<file path="src/rtl/adc_byte_packer_pkg.sv">
// Shared definitions for the ADC byte packer: FSM encoding, byte header markers
// and the width of one ADC sample word (overrange bit plus 10 data bits).
package adc_byte_packer_pkg;

    localparam int SAMPLE_W = 11;

    localparam logic HI_MARKER = 1'b1;
    localparam logic LO_MARKER = 1'b0;

    typedef enum logic [2:0] {
        ST_IDLE  = 3'd0,
        ST_FETCH = 3'd1,
        ST_LATCH = 3'd2,
        ST_HI    = 3'd3,
        ST_LO    = 3'd4
    } state_t;

endpackage

</file>
<file path="src/rtl/adc_byte_packer_format.sv">
// Splits one 11-bit ADC sample into the two bytes the host sees: a marked high
// byte carrying parity, overrange and D9..D7, and a low byte carrying D6..D0.
module adc_sample_format
    import adc_byte_packer_pkg::*;
(
    input  logic [SAMPLE_W-1:0] sample_i,
    output logic [7:0]          hi_byte_o,
    output logic [7:0]          lo_byte_o
);

    logic parity;

    // Parity covers the overrange bit as well, so the host can check all 11 bits.
    assign parity    = ^sample_i;
    assign hi_byte_o = {HI_MARKER, 2'b00, parity, sample_i[10:7]};
    assign lo_byte_o = {LO_MARKER, sample_i[6:0]};

endmodule

</file>
<file path="src/rtl/adc_byte_packer.sv">
// Pulls samples from the ADC sample FIFO and presents each one to the register
// interface as two bytes (high then low), with an optional per-start sample limit.
module adc_byte_packer
    import adc_byte_packer_pkg::*;
(
    input  logic                ftdi_clk,
    input  logic                reset,
    input  logic                start_i,
    input  logic [31:0]         maxsamples,
    input  logic                samp_empty,
    input  logic [SAMPLE_W-1:0] samp_data,
    output logic                samp_rd_en,
    output logic                byte_empty,
    output logic [7:0]          byte_data,
    input  logic                byte_rd_en,
    output logic                done_o,
    output logic [31:0]         sample_count_o
);

    state_t              state_q, state_d;
    logic                enable_q, enable_d;
    logic                samp_rd_en_q, samp_rd_en_d;
    logic                byte_empty_q, byte_empty_d;
    logic [7:0]          byte_data_q, byte_data_d;
    logic [31:0]         count_q, count_d;
    logic [SAMPLE_W-1:0] sample_q, sample_d;

    logic                limit_ok;
    logic [7:0]          hi_byte, lo_byte;

    adc_sample_format u_format (
        .sample_i  (sample_q),
        .hi_byte_o (hi_byte),
        .lo_byte_o (lo_byte)
    );

    assign limit_ok = (maxsamples == 32'd0) || (count_q != maxsamples);

    always_ff @(posedge ftdi_clk or posedge reset) begin
        if (reset) begin
            state_q      <= ST_IDLE;
            enable_q     <= 1'b0;
            samp_rd_en_q <= 1'b0;
            byte_empty_q <= 1'b1;
            byte_data_q  <= 8'h00;
            count_q      <= 32'd0;
            sample_q     <= '0;
        end else begin
            state_q      <= state_d;
            enable_q     <= enable_d;
            samp_rd_en_q <= samp_rd_en_d;
            byte_empty_q <= byte_empty_d;
            byte_data_q  <= byte_data_d;
            count_q      <= count_d;
            sample_q     <= sample_d;
        end
    end

    always_comb begin
        state_d      = state_q;
        enable_d     = enable_q;
        samp_rd_en_d = 1'b0;
        byte_data_d  = byte_data_q;
        count_d      = count_q;
        sample_d     = sample_q;

        case (state_q)
            ST_IDLE: begin
                if (enable_q && !samp_empty && limit_ok) begin
                    samp_rd_en_d = 1'b1;
                    state_d      = ST_FETCH;
                end
            end
            ST_FETCH: state_d = ST_LATCH;
            ST_LATCH: begin
                sample_d = samp_data;
                count_d  = count_q + 32'd1;
                state_d  = ST_HI;
            end
            ST_HI: begin
                if (byte_rd_en) begin
                    byte_data_d = hi_byte;
                    state_d     = ST_LO;
                end
            end
            ST_LO: begin
                if (byte_rd_en) begin
                    byte_data_d = lo_byte;
                    state_d     = ST_IDLE;
                end
            end
            default: state_d = ST_IDLE;
        endcase

        // start_i wins over everything above, including a byte read in the same cycle.
        if (start_i) begin
            state_d      = ST_IDLE;
            enable_d     = 1'b1;
            samp_rd_en_d = 1'b0;
            count_d      = 32'd0;
            byte_data_d  = byte_data_q;
        end

        byte_empty_d = !((state_d == ST_HI) || (state_d == ST_LO));
    end

    assign samp_rd_en     = samp_rd_en_q;
    assign byte_empty     = byte_empty_q;
    assign byte_data      = byte_data_q;
    assign sample_count_o = count_q;
    assign done_o         = (maxsamples != 32'd0) && (count_q == maxsamples) && byte_empty_q;

endmodule

</file>
<file path="config.mk">
export PLATFORM = sky130hd
export DESIGN_NAME = adc_byte_packer
export DESIGN_NICKNAME = d
export VERILOG_FILES = /design/src/rtl/adc_byte_packer_pkg.sv /design/src/rtl/adc_byte_packer_format.sv /design/src/rtl/adc_byte_packer.sv
export SDC_FILE = /design/constraint.sdc
export NUM_CORES = 1
export LEC_CHECK = 0
export BUFFER_PORTS_ARGS = -buffer_cell sky130_fd_sc_hd__buf_2
export CORE_MARGIN = 2
export CORE_UTILIZATION = 56
export DETAILED_ROUTE_END_ITERATION = 6
export PLACE_DENSITY = 0.87
export SETUP_SLACK_MARGIN = 0.4
export SYNTH_ARGS = -nofsm -noshare
export SYNTH_HDL_FRONTEND = slang
export SYNTH_SLANG_ARGS = --single-unit
</file>
<file path="constraint.sdc">
create_clock -name ftdi_clk -period 3.6 [get_ports ftdi_clk]
set_input_delay 0.18 -clock ftdi_clk [delete_from_list [all_inputs] [get_ports ftdi_clk]]
set_output_delay 0.18 -clock ftdi_clk [all_outputs]
set_load 0.005 [all_outputs]
</file>
==> results.json, run 1 <==
{
  "regArea_um2": 1430,
  "first_global_vias": 2641,
  "power.density_nw_per_um2": 513,
  "drt_iter0_markers": 207,
  "period_minus_slack_ns": 2.35,
  "critPathMaxStageDelay_ns": 0.46,
  "grt_pass1_wl_um": 12600,
  "stdcell_count": 485,
  "die_area_um2": 6310,
  "timing.slew.headroom_pct": 42.5,
  "dp_hpwl_um": 5900,
  "path_buf_inv": 1,
  "port_buffers": 90,
  "peakVddDrop_mv": 0.556,
  "place.gp.congestion": 0.955,
  "power.total_mw": 2.01,
  "rsz0062_at_grt": "no",
  "area_delta_synth_final_pct": 23.3,
  "wirelength_um": 8030,
  "synth_area_per_cell_um2": 9.95,
  "cts_sinks": 57,
  "core_area_um2": 5510,
  "hold_violations": 0,
  "wire_per_inst_um": 16.5,
  "synth_edf_count": 0,
  "crit_chain": "xor2_1 -> nor4_1 -> nand4_1 -> nor3_1 -> and2_1 -> buf_2",
  "ys_seq_area_share_pct": 44.8,
  "crit_required_ns": 3.42,
  "crit_type": "register to primary output",
  "grt_overflow": 0,
  "end_kind": "primary output",
  "drive_above_1_share_pct": 32.4,
  "critPathTopFamily": "simple AND/OR/NAND/NOR gates",
  "antenna_left": 0,
  "synth.distinct_cells": 40,
  "drv_cap": 0,
  "antenna_found_initial": 0,
  "fin_worst_skew_ns": 0.00665,
  "yosysWarnings": 0,
  "clkTransAtPathRegs_ns": 0.06,
  "die_y_um": 79.4,
  "post-route-period-util_pct": 65.2,
  "syn-cell-area_um2": 3190,
  "startpoint_type": "register",
  "slew_violations": 0,
  "cts_made_buffers": 9,
  "vias": 2787,
  "synth_seq_cells": 57,
  "power.leakage_nw": 1.87,
  "timing.fmax_mhz": 426,
  "drc": 0,
  "post-cts-setup-buffers": 0,
  "die_w_um": 79.4,
  "final-setup-viol-count": 0,
  "multi_input_area_um2": 1650,
  "async_reset_ff_share_pct": 100,
  "worstPathArrival_ns": 2.17,
  "syn_inst": 320,
  "final_nets": 457,
  "num_antenna_cells": 0,
  "hold_class": "input pin to register",
  "grtUsageTotal_pct": 26.4,
  "root_buffer": "clkbuf_8",
  "grt_max_degree": 38,
  "nFillCells": 411,
  "outcome": "finished, final reports clean",
  "clk_path_buf_depth": 2,
  "post_drt_via_cell_ratio": 5.75,
  "dr.pass1.iters": 5,
  "ctsHtreeMaxLevel": 3,
  "start_util_pct": 57.9,
  "cp_max_fo": 6,
  "synth_nets": 369,
  "clk_latency_ns": 0.35,
  "tns_ns": 0,
  "cts_tree": "built",
  "crit_slowest_cell": "dfrtp_1",
  "yosys_most_used_dff": "dfrtp_1",
  "dp.cells": 468,
  "io_pins": 91,
  "tightest_slew_ns": 0.862,
  "rows": 27
}
[layout make-up]
type | count | share of cell area [%]
inverters | 11 | 1.05
flip-flops and latches | 57 | 36.3
well taps | 72 | 2.29
clock buffers | 13 | 4.56
clock inverters | 3 | 1.75
multi-input cells | 236 | 41.9
repair buffers | 93 | 12.1
[worst reg2reg max path, stage by stage, from the launching register on]
cell and delay (ns):
dfrtp_1 0.50, nand4_2 0.18, or4_1 0.82, nor4_1 0.43, xnor2_1 0.17, nor2_1 0.05
[cell usage in the layout (no fill, tap or decap), types with 8 or more instances in the layout]
| master | n |
|---|---|
| nand2_1 | 10 |
| nand4_1 | 11 |
| nand3_1 | 10 |
| clkbuf_8 | 13 |
| dfrtp_1 | 56 |
| a21oi_1 | 13 |
| xor2_1 | 42 |
| o21ai_0 | 8 |
| buf_2 | 90 |
| nor4_1 | 20 |
| nor2_1 | 37 |
| mux2_2 | 11 |
| xnor2_1 | 23 |
| inv_1 | 10 |
[path summary, 6_finish.rpt]
check | slack (ns) | to | cells after the start | start
max | 1.25 | done_o | 6 | sample_count_o[20]
min in group asynchronous | 0.42 | sample_count_o[23] | 3 | reset
min reg2reg | 0.47 | enable_q | 1 | enable_q
min | 0.06 | sample_q[5] | 2 | samp_data[5]
max reg2reg | 1.32 | sample_count_o[29] | 5 | sample_count_o[10]
max in group asynchronous | 2.34 | byte_empty | 4 | reset
[state kept, by name (all words and copies together), names as in the netlist]
signal and cells:
byte_data 8, byte_empty 1, enable_q 1, samp_rd_en 1
sample_count_o 32, sample_q 11, state_q 3
[power breakdown]
part	total, mW	switching, mW	leakage (nW)	internal [mW]
sequential	0.812	0.0797	0.747	0.733
combinational	0.479	0.196	0.999	0.282
clock	0.724	0.256	0.126	0.468
[cell families (layout without fill, tap and decap cells)]
group / after synthesis / after routing / share of synthesized area [%]
and+or+nand+nor: 126 / 126 / 22.4
xor gates and xnor gates: 66 / 66 / 18.6
DFF: 57 / 57 / 44.8
buffers and inverters: 27 / 120 / 3.53
AOI/OAI and AO/OA: 26 / 26 / 4.48
muxes: 17 / 17 / 5.77
adders and majority gates: 1 / 1 / 0.393
[routing by layer]
metal,vias up,GRT usage [%],part of all wire (%),routed length [um]
met5,-,0,0,0
met4,0,12.4,2.7,220
met3,25,6.90,7.3,587
met2,123,42.4,48,3890
met1,1346,33.4,41,3330
li1,1293,-,-,-
[what timing repair did]
item | CTS | global route
hold endpoints to repair | 25 | 0
gates resized for setup | 0 | 0
hold buffers | 1 | 0
[cell usage after synthesis (all sizes together), types with 11 or more instances]
library cell,n,area share (%)
dfrtp,56,44
nor2,37,4.4
nand4,12,2.6
inv,11,1.3
clkbuf,11,1.3
a21oi,13,2.0
xnor2,23,6.3
mux2,11,3.9
nor3,12,2.7
nor4,20,3.9
nand3,11,1.9
xor2,42,12
[metrics by stage]
| stage | worst slack, ns | instance area (um^2) | util (%) | hold WS, ns |
|---|---|---|---|---|
| 2_1_floorplan | 1.73 | 3190 | - | 0.286 |
| 3_3_place_gp | 1.46 | 3670 | 66.6 | 0.247 |
| 3_5_place_dp | 1.33 | 3670 | 66.6 | 0.254 |
| 4_1_cts | 1.25 | 3930 | 71.3 | 0.0567 |
| 5_1_grt | 1.11 | 3930 | 71.3 | 0.0637 |
| 6_report | 1.25 | 3930 | 71.3 | 0.0635 |
Note: power is estimated with default switching activity, not from simulation.
==> run 2: changes to the inputs <==
--- a/config.mk
+++ b/config.mk
@@ -5,11 +5,12 @@
 export SDC_FILE = /design/constraint.sdc
 export NUM_CORES = 1
 export LEC_CHECK = 0
+export ABC_AREA = 1
 export BUFFER_PORTS_ARGS = -buffer_cell sky130_fd_sc_hd__buf_2
 export CORE_MARGIN = 2
-export CORE_UTILIZATION = 56
+export CORE_UTILIZATION = 49
 export DETAILED_ROUTE_END_ITERATION = 6
-export PLACE_DENSITY = 0.87
+export PLACE_DENSITY = 0.79
 export SETUP_SLACK_MARGIN = 0.4
 export SYNTH_ARGS = -nofsm -noshare
 export SYNTH_HDL_FRONTEND = slang
==> constraint.sdc (replaced) <==
create_clock -name ftdi_clk -period 2 [get_ports ftdi_clk]
set_input_delay 0.1 -clock ftdi_clk [delete_from_list [all_inputs] [get_ports ftdi_clk]]
set_output_delay 0.1 -clock ftdi_clk [all_outputs]
set_load 0.005 [all_outputs]
==> results.json, run 2 <==
{
  "timing.fmax_mhz": 521,
  "outcome": "finished, final reports clean",
  "crit_chain": "inv_1 -> nand2_1 -> nand2_1 -> nand2_1 -> nor2_2 -> nand2_1 -> nor2_2 -> nand3_2 -> nor2_2 -> buf_2",
  "core_area_um2": 7730,
  "syn_inst": 565,
  "worstPathArrival_ns": 1.82,
  "regArea_um2": 1450,
  "cp_max_fo": 4,
  "post_drt_via_cell_ratio": 5.38,
  "yosysWarnings": 0,
  "synth_area_per_cell_um2": 6.93,
  "dp_hpwl_um": 8850,
  "clk_latency_ns": 0.34,
  "synth_most_common_cell": "nand2_1",
  "largest_reg_flops": 32,
  "area_delta_synth_final_pct": 42.2,
  "power.density_nw_per_um2": 678,
  "antenna_found_initial": 0,
  "wirelength_um": 13100,
  "start_util_pct": 50.7,
  "hold_violations": 0,
  "yosysTopAreaCell": "dfrtp_1",
  "grt_pass1_wl_um": 19700,
  "multi_input_area_um2": 2420,
  "r2r_end": "sample_count_o[21]",
  "final_cell_mix": "168 x nand2_1, 90 x buf_2, 59 x nor2_1, 51 x inv_1, 51 x buf_4",
  "drive_above_1_share_pct": 38.2,
  "end_kind": "primary output",
  "port_buffers": 90,
  "crit_required_ns": 1.90,
  "first_global_vias": 4163,
  "final_common_cell": "nand2_1",
  "synth.distinct_cells": 36,
  "min_to": "samp_rd_en",
  "root_buffer": "clkbuf_8",
  "place.gp.congestion": 1.01,
  "post-route-period-util_pct": 96.0,
  "nFillCells": 556,
  "synth_seq_cells": 57,
  "ys_seq_area_share_pct": 36.5,
  "syn-cell-area_um2": 3920,
  "die_w_um": 93.4,
  "fin_worst_skew_ns": 0.0124,
  "drc": 0,
  "synth_mux_area_share_pct": 0,
  "synth_top_family_by_area": "simple AND/OR/NAND/NOR gates",
  "clkTransAtPathRegs_ns": 0.07,
  "cts_made_buffers": 9,
  "synth_edf_count": 0,
  "crit_slowest_cell": "dfrtp_2",
  "startpoint_type": "register",
  "power.leakage_nw": 2.78,
  "clk_path_buf_depth": 2,
  "grt_overflow": 0,
  "critPathMaxStageDelay_ns": 0.44,
  "grt_max_degree": 28,
  "synth_compound_area_share_pct": 7.09,
  "dr.pass1.iters": 5,
  "die_area_um2": 8720,
  "hold_depth": 4,
  "tightest_slew_ns": 0.564,
  "final_nets": 774,
  "synth_top_area_share_pct": 35.8,
  "antenna_left": 0,
  "cts_sinks": 57,
  "yosys_most_used_dff": "dfrtp_1",
  "worstHoldStart": "samp_empty",
  "r2r_setup_slack_ns": 0.14,
  "wire_per_inst_um": 15.8,
  "drv_cap": 0,
  "vias": 4475,
  "rsz0062_at_grt": "yes",
  "drt_iter0_markers": 341,
  "rr_worst_depth": 8,
  "synthAdderAreaFrac_pct": 0.319,
  "hold_slack_ns": 0.0569,
  "final_area_um2": 5570,
  "rows": 32,
  "crit_type": "register to primary output",
  "period_minus_slack_ns": 1.92,
  "ctsHtreeMaxLevel": 3,
  "synth_nets": 614,
  "r2r-start": "sample_count_o[14]",
  "cpMostUsedCell": "nand2_1",
  "io_pins": 91,
  "slew_violations": 0,
  "num_antenna_cells": 0,
  "place_area_um2": 4460,
  "synth-simple-area-share_pct": 41.2,
  "timing.slew.headroom_pct": 62.4,
  "power.total_mw": 3.78,
  "synth_commonest_cells": "179 x nand2_1, 69 x nor2_1, 63 x inv_1, 56 x dfrtp_1, 23 x nand4_1",
  "synthTopCellsByArea": "dfrtp_1 36%, nand2_1 17%, nor2_1 6.6%, inv_1 6.0%, xnor2_1 4.9%",
  "hold_class": "input pin to register",
  "peakVddDrop_mv": 0.623,
  "die_y_um": 93.4,
  "synth-xor-area-share_pct": 6.04,
  "grtUsageTotal_pct": 28.9,
  "final-setup-viol-count": 0,
  "async_reset_ff_share_pct": 100,
  "cts_tree": "built"
}
## run 2: cell types whose count changed after synthesis, sizes merged, moves of 11 or more
cell	before	now
nand4	12	24
o21ai	8	27
xor2	42	5
nand2	10	187
inv	11	72
nor3	12	23
nand3	11	24
nor4	20	3
mux2	11	0
nor2	37	80
## run 2: layer usage
| layer | GRT usage (%) | routed length, um | share of wire, % | vias up |
|---|---|---|---|---|
| li1 | - | - | - | 2118 |
| met1 | 36.3 | 5160 | 39 | 2095 |
| met2 | 48.7 | 6460 | 49 | 204 |
| met3 | 5.88 | 1020 | 7.8 | 58 |
| met4 | 11.8 | 472 | 3.6 | 0 |
| met5 | 0 | 0 | 0 | - |
## run 2: worst max path at each step
stage	endpoint	from	slack (ns)
after detailed placement	sample_count_o[26]	sample_count_o[0]	0.22
after CTS	done_o	sample_count_o[29]	0.22
final	done_o	sample_count_o[1]	0.08
after global placement	sample_count_o[12]	state_q[2]	0.24
after floorplan	sample_count_o[22]	sample_count_o[0]	0.47
after global routing	done_o	sample_count_o[1]	-0.02
## run 2: worst max-delay path, delay by kind of cell (launching register included)
family / cells / cell delay (ns)
DFF: 1 / 0.44
and+or+nand+nor: 8 / 0.83
buffers and inverters: 2 / 0.21
## run 2: per-stage QoR
stage	instances	worst slack (ns)	utilization (%)	TNS (ns)
3_5_place_dp	751	0.217	57.8	0
5_1_grt	832	-0.0157	72.1	-0.0157
2_1_floorplan	565	0.471	-	0
6_report	832	0.0795	72.1	0
4_1_cts	811	0.220	66.8	0
3_3_place_gp	751	0.238	57.8	0
## run 2: where the power goes
part           internal (mW)  switching [mW]
clock network          0.766           0.508
registers               1.33           0.138
logic                  0.472           0.566
total                   2.56            1.21
## run 2: area by class of cell
| cell class | instances | area share, % |
|---|---|---|
| multi-input cells | 424 | 43.5 |
| flip-flops and latches | 57 | 26.0 |
| repair buffers | 161 | 19.0 |
| inverters | 72 | 5.08 |
| clock buffers | 11 | 2.72 |
| well taps | 102 | 2.29 |
| clock inverters | 5 | 1.39 |
## run 2: cell families after synthesis
kind of cell               Yosys count
adders and majority gates            1
DFF                                 57
AOI/OAI and AO/OA                   51
and+or+nand+nor                    345
buffers and inverters               84
xor gates and xnor gates            27
## run 2: what timing repair did
item | CTS | global route
endpoints found under the setup margin | 28 | 32
setup buffers | 32 | 21
pin swaps | 11 | 38
hold buffers | 12 | 0
cloned | 0 | 0
hold endpoints to repair | 33 | 0
resized for setup | 42 | 65
==> run 3: changes to the inputs <==
--- a/config.mk
+++ b/config.mk
@@ -10,7 +10,7 @@
 export CORE_MARGIN = 2
 export CORE_UTILIZATION = 49
 export DETAILED_ROUTE_END_ITERATION = 6
-export PLACE_DENSITY = 0.79
+export PLACE_DENSITY = 0.77
 export SETUP_SLACK_MARGIN = 0.4
 export SYNTH_ARGS = -nofsm -noshare
 export SYNTH_HDL_FRONTEND = slang
==> results.json, run 3 (synthesis results as in run 2) <==
{
  "cp_max_fo": 7,
  "port_buffers": 90,
  "end_kind": "primary output",
  "r2r-start": "sample_count_o[5]",
  "die_y_um": 93.4,
  "crit_required_ns": 1.90,
  "peakVddDrop_mv": 0.766,
  "power.density_nw_per_um2": 667,
  "ctsHtreeMaxLevel": 3,
  "clk_path_buf_depth": 2,
  "place_area_um2": 4470,
  "r2r_end": "sample_count_o[22]",
  "final-setup-viol-count": 0,
  "final_nets": 768,
  "tightest_slew_ns": 0.570,
  "start_util_pct": 50.7,
  "timing.fmax_mhz": 553,
  "hold_class": "input pin to register",
  "grtUsageTotal_pct": 29.5,
  "multi_input_area_um2": 2360,
  "final_cell_mix": "173 x nand2_1, 90 x buf_2, 61 x nor2_1, 51 x inv_1, 46 x buf_4",
  "place.gp.congestion": 0.947,
  "vias": 4345,
  "hold_depth": 3,
  "die_w_um": 93.4,
  "post_drt_via_cell_ratio": 5.26,
  "min_to": "sample_q[9]",
  "wirelength_um": 12800,
  "cts_made_buffers": 9,
  "period_minus_slack_ns": 1.81,
  "antenna_left": 0,
  "dr.pass1.iters": 5,
  "clk_latency_ns": 0.34,
  "regArea_um2": 1450,
  "power.leakage_nw": 2.64,
  "tns_ns": 0,
  "r2r_setup_slack_ns": 0.30,
  "drv_cap": 0,
  "worstPathArrival_ns": 1.71,
  "first_global_vias": 4165,
  "io_pins": 91,
  "post-route-period-util_pct": 90.4,
  "cts_sinks": 57,
  "grt_overflow": 0,
  "grt_pass1_wl_um": 19900,
  "final_common_cell": "nand2_1",
  "num_antenna_cells": 0,
  "hold_violations": 0,
  "dp_hpwl_um": 8980,
  "drive_above_1_share_pct": 36.7,
  "largest_reg_flops": 32,
  "outcome": "finished, final reports clean",
  "nFillCells": 631,
  "cts_tree": "built",
  "worstHoldStart": "samp_data[9]",
  "rsz0062_at_grt": "yes",
  "root_buffer": "clkbuf_8",
  "rows": 32,
  "crit_type": "register to primary output",
  "fin_worst_skew_ns": 0.0121,
  "drc": 0,
  "area_delta_synth_final_pct": 38.2,
  "grt_max_degree": 37,
  "timing.slew.headroom_pct": 62.0,
  "rr_worst_depth": 10,
  "wire_per_inst_um": 15.5,
  "startpoint_type": "register",
  "core_area_um2": 7730,
  "antenna_found_initial": 0,
  "final_area_um2": 5410,
  "clkTransAtPathRegs_ns": 0.07,
  "slew_violations": 0,
  "die_area_um2": 8720,
  "drt_iter0_markers": 372
}
-- run 3: metrics by stage --
stage	hold WS, ns	util [%]	power [mW]	cells	setup slack (ns)
floorplan	0.210	-	2.13	565	0.471
global placement	0.179	57.8	2.38	750	0.154
detailed placement	0.178	57.8	2.43	750	0.183
CTS	0.000174	65.7	3.57	800	0.202
global route	0.0312	70.1	3.83	826	0.0565
finish	0.00515	70.1	3.61	826	0.192
-- run 3: cell type report --
type / instances / area share, %
multi-input combinational: 424 / 43.6
sequential: 57 / 26.8
timing repair buffer: 155 / 18.6
inverter: 72 / 5.08
clock buffer: 11 / 2.61
tap: 102 / 2.36
clock inverter: 5 / 1.02
-- run 3: how the worst max path moves through the flow --
stage | startpoint | endpoint | slack (ns) | cells after the start
detailed placement | sample_count_o[0] | sample_count_o[12] | 0.18 | 6
CTS | sample_count_o[6] | done_o | 0.20 | 9
floorplan | sample_count_o[0] | sample_count_o[22] | 0.47 | 9
global route | sample_count_o[22] | done_o | 0.06 | 10
finish | sample_count_o[9] | done_o | 0.19 | 8
global placement | sample_count_o[0] | sample_count_o[12] | 0.15 | 6
-- run 3: worst max-delay path, stage by stage, from the launching register on --
cell	delay [ns]
dfrtp_2	0.48
xnor2_2	0.17
nand2_1	0.10
nor2_1	0.12
nand2_1	0.08
nor2_2	0.12
nand3_2	0.10
nor2_1	0.09
buf_2	0.11
-- run 3: per-layer routing --
layer | up-vias | share of wire [%] | global-route usage [%]
li1 | 2108 | - | -
met1 | 2003 | 40 | 35.1
met2 | 201 | 50 | 50.8
met3 | 33 | 6.2 | 5.72
met4 | 0 | 3.5 | 14.6
met5 | - | 0 | 0
-- run 3: power breakdown --
part	switching (mW)	internal (mW)
registers	0.144	1.33
clock network	0.495	0.605
logic	0.568	0.471
total	1.21	2.40
-- run 3: repair_timing --
item | CTS | global route
endpoints found under the setup margin | 27 | 31
gates resized for setup | 43 | 43
buffers inserted | 23 | 26
gates cloned | 0 | 0
endpoints found under the hold margin | 31 | 0
hold buffers | 11 | 0
pin swaps | 13 | 17
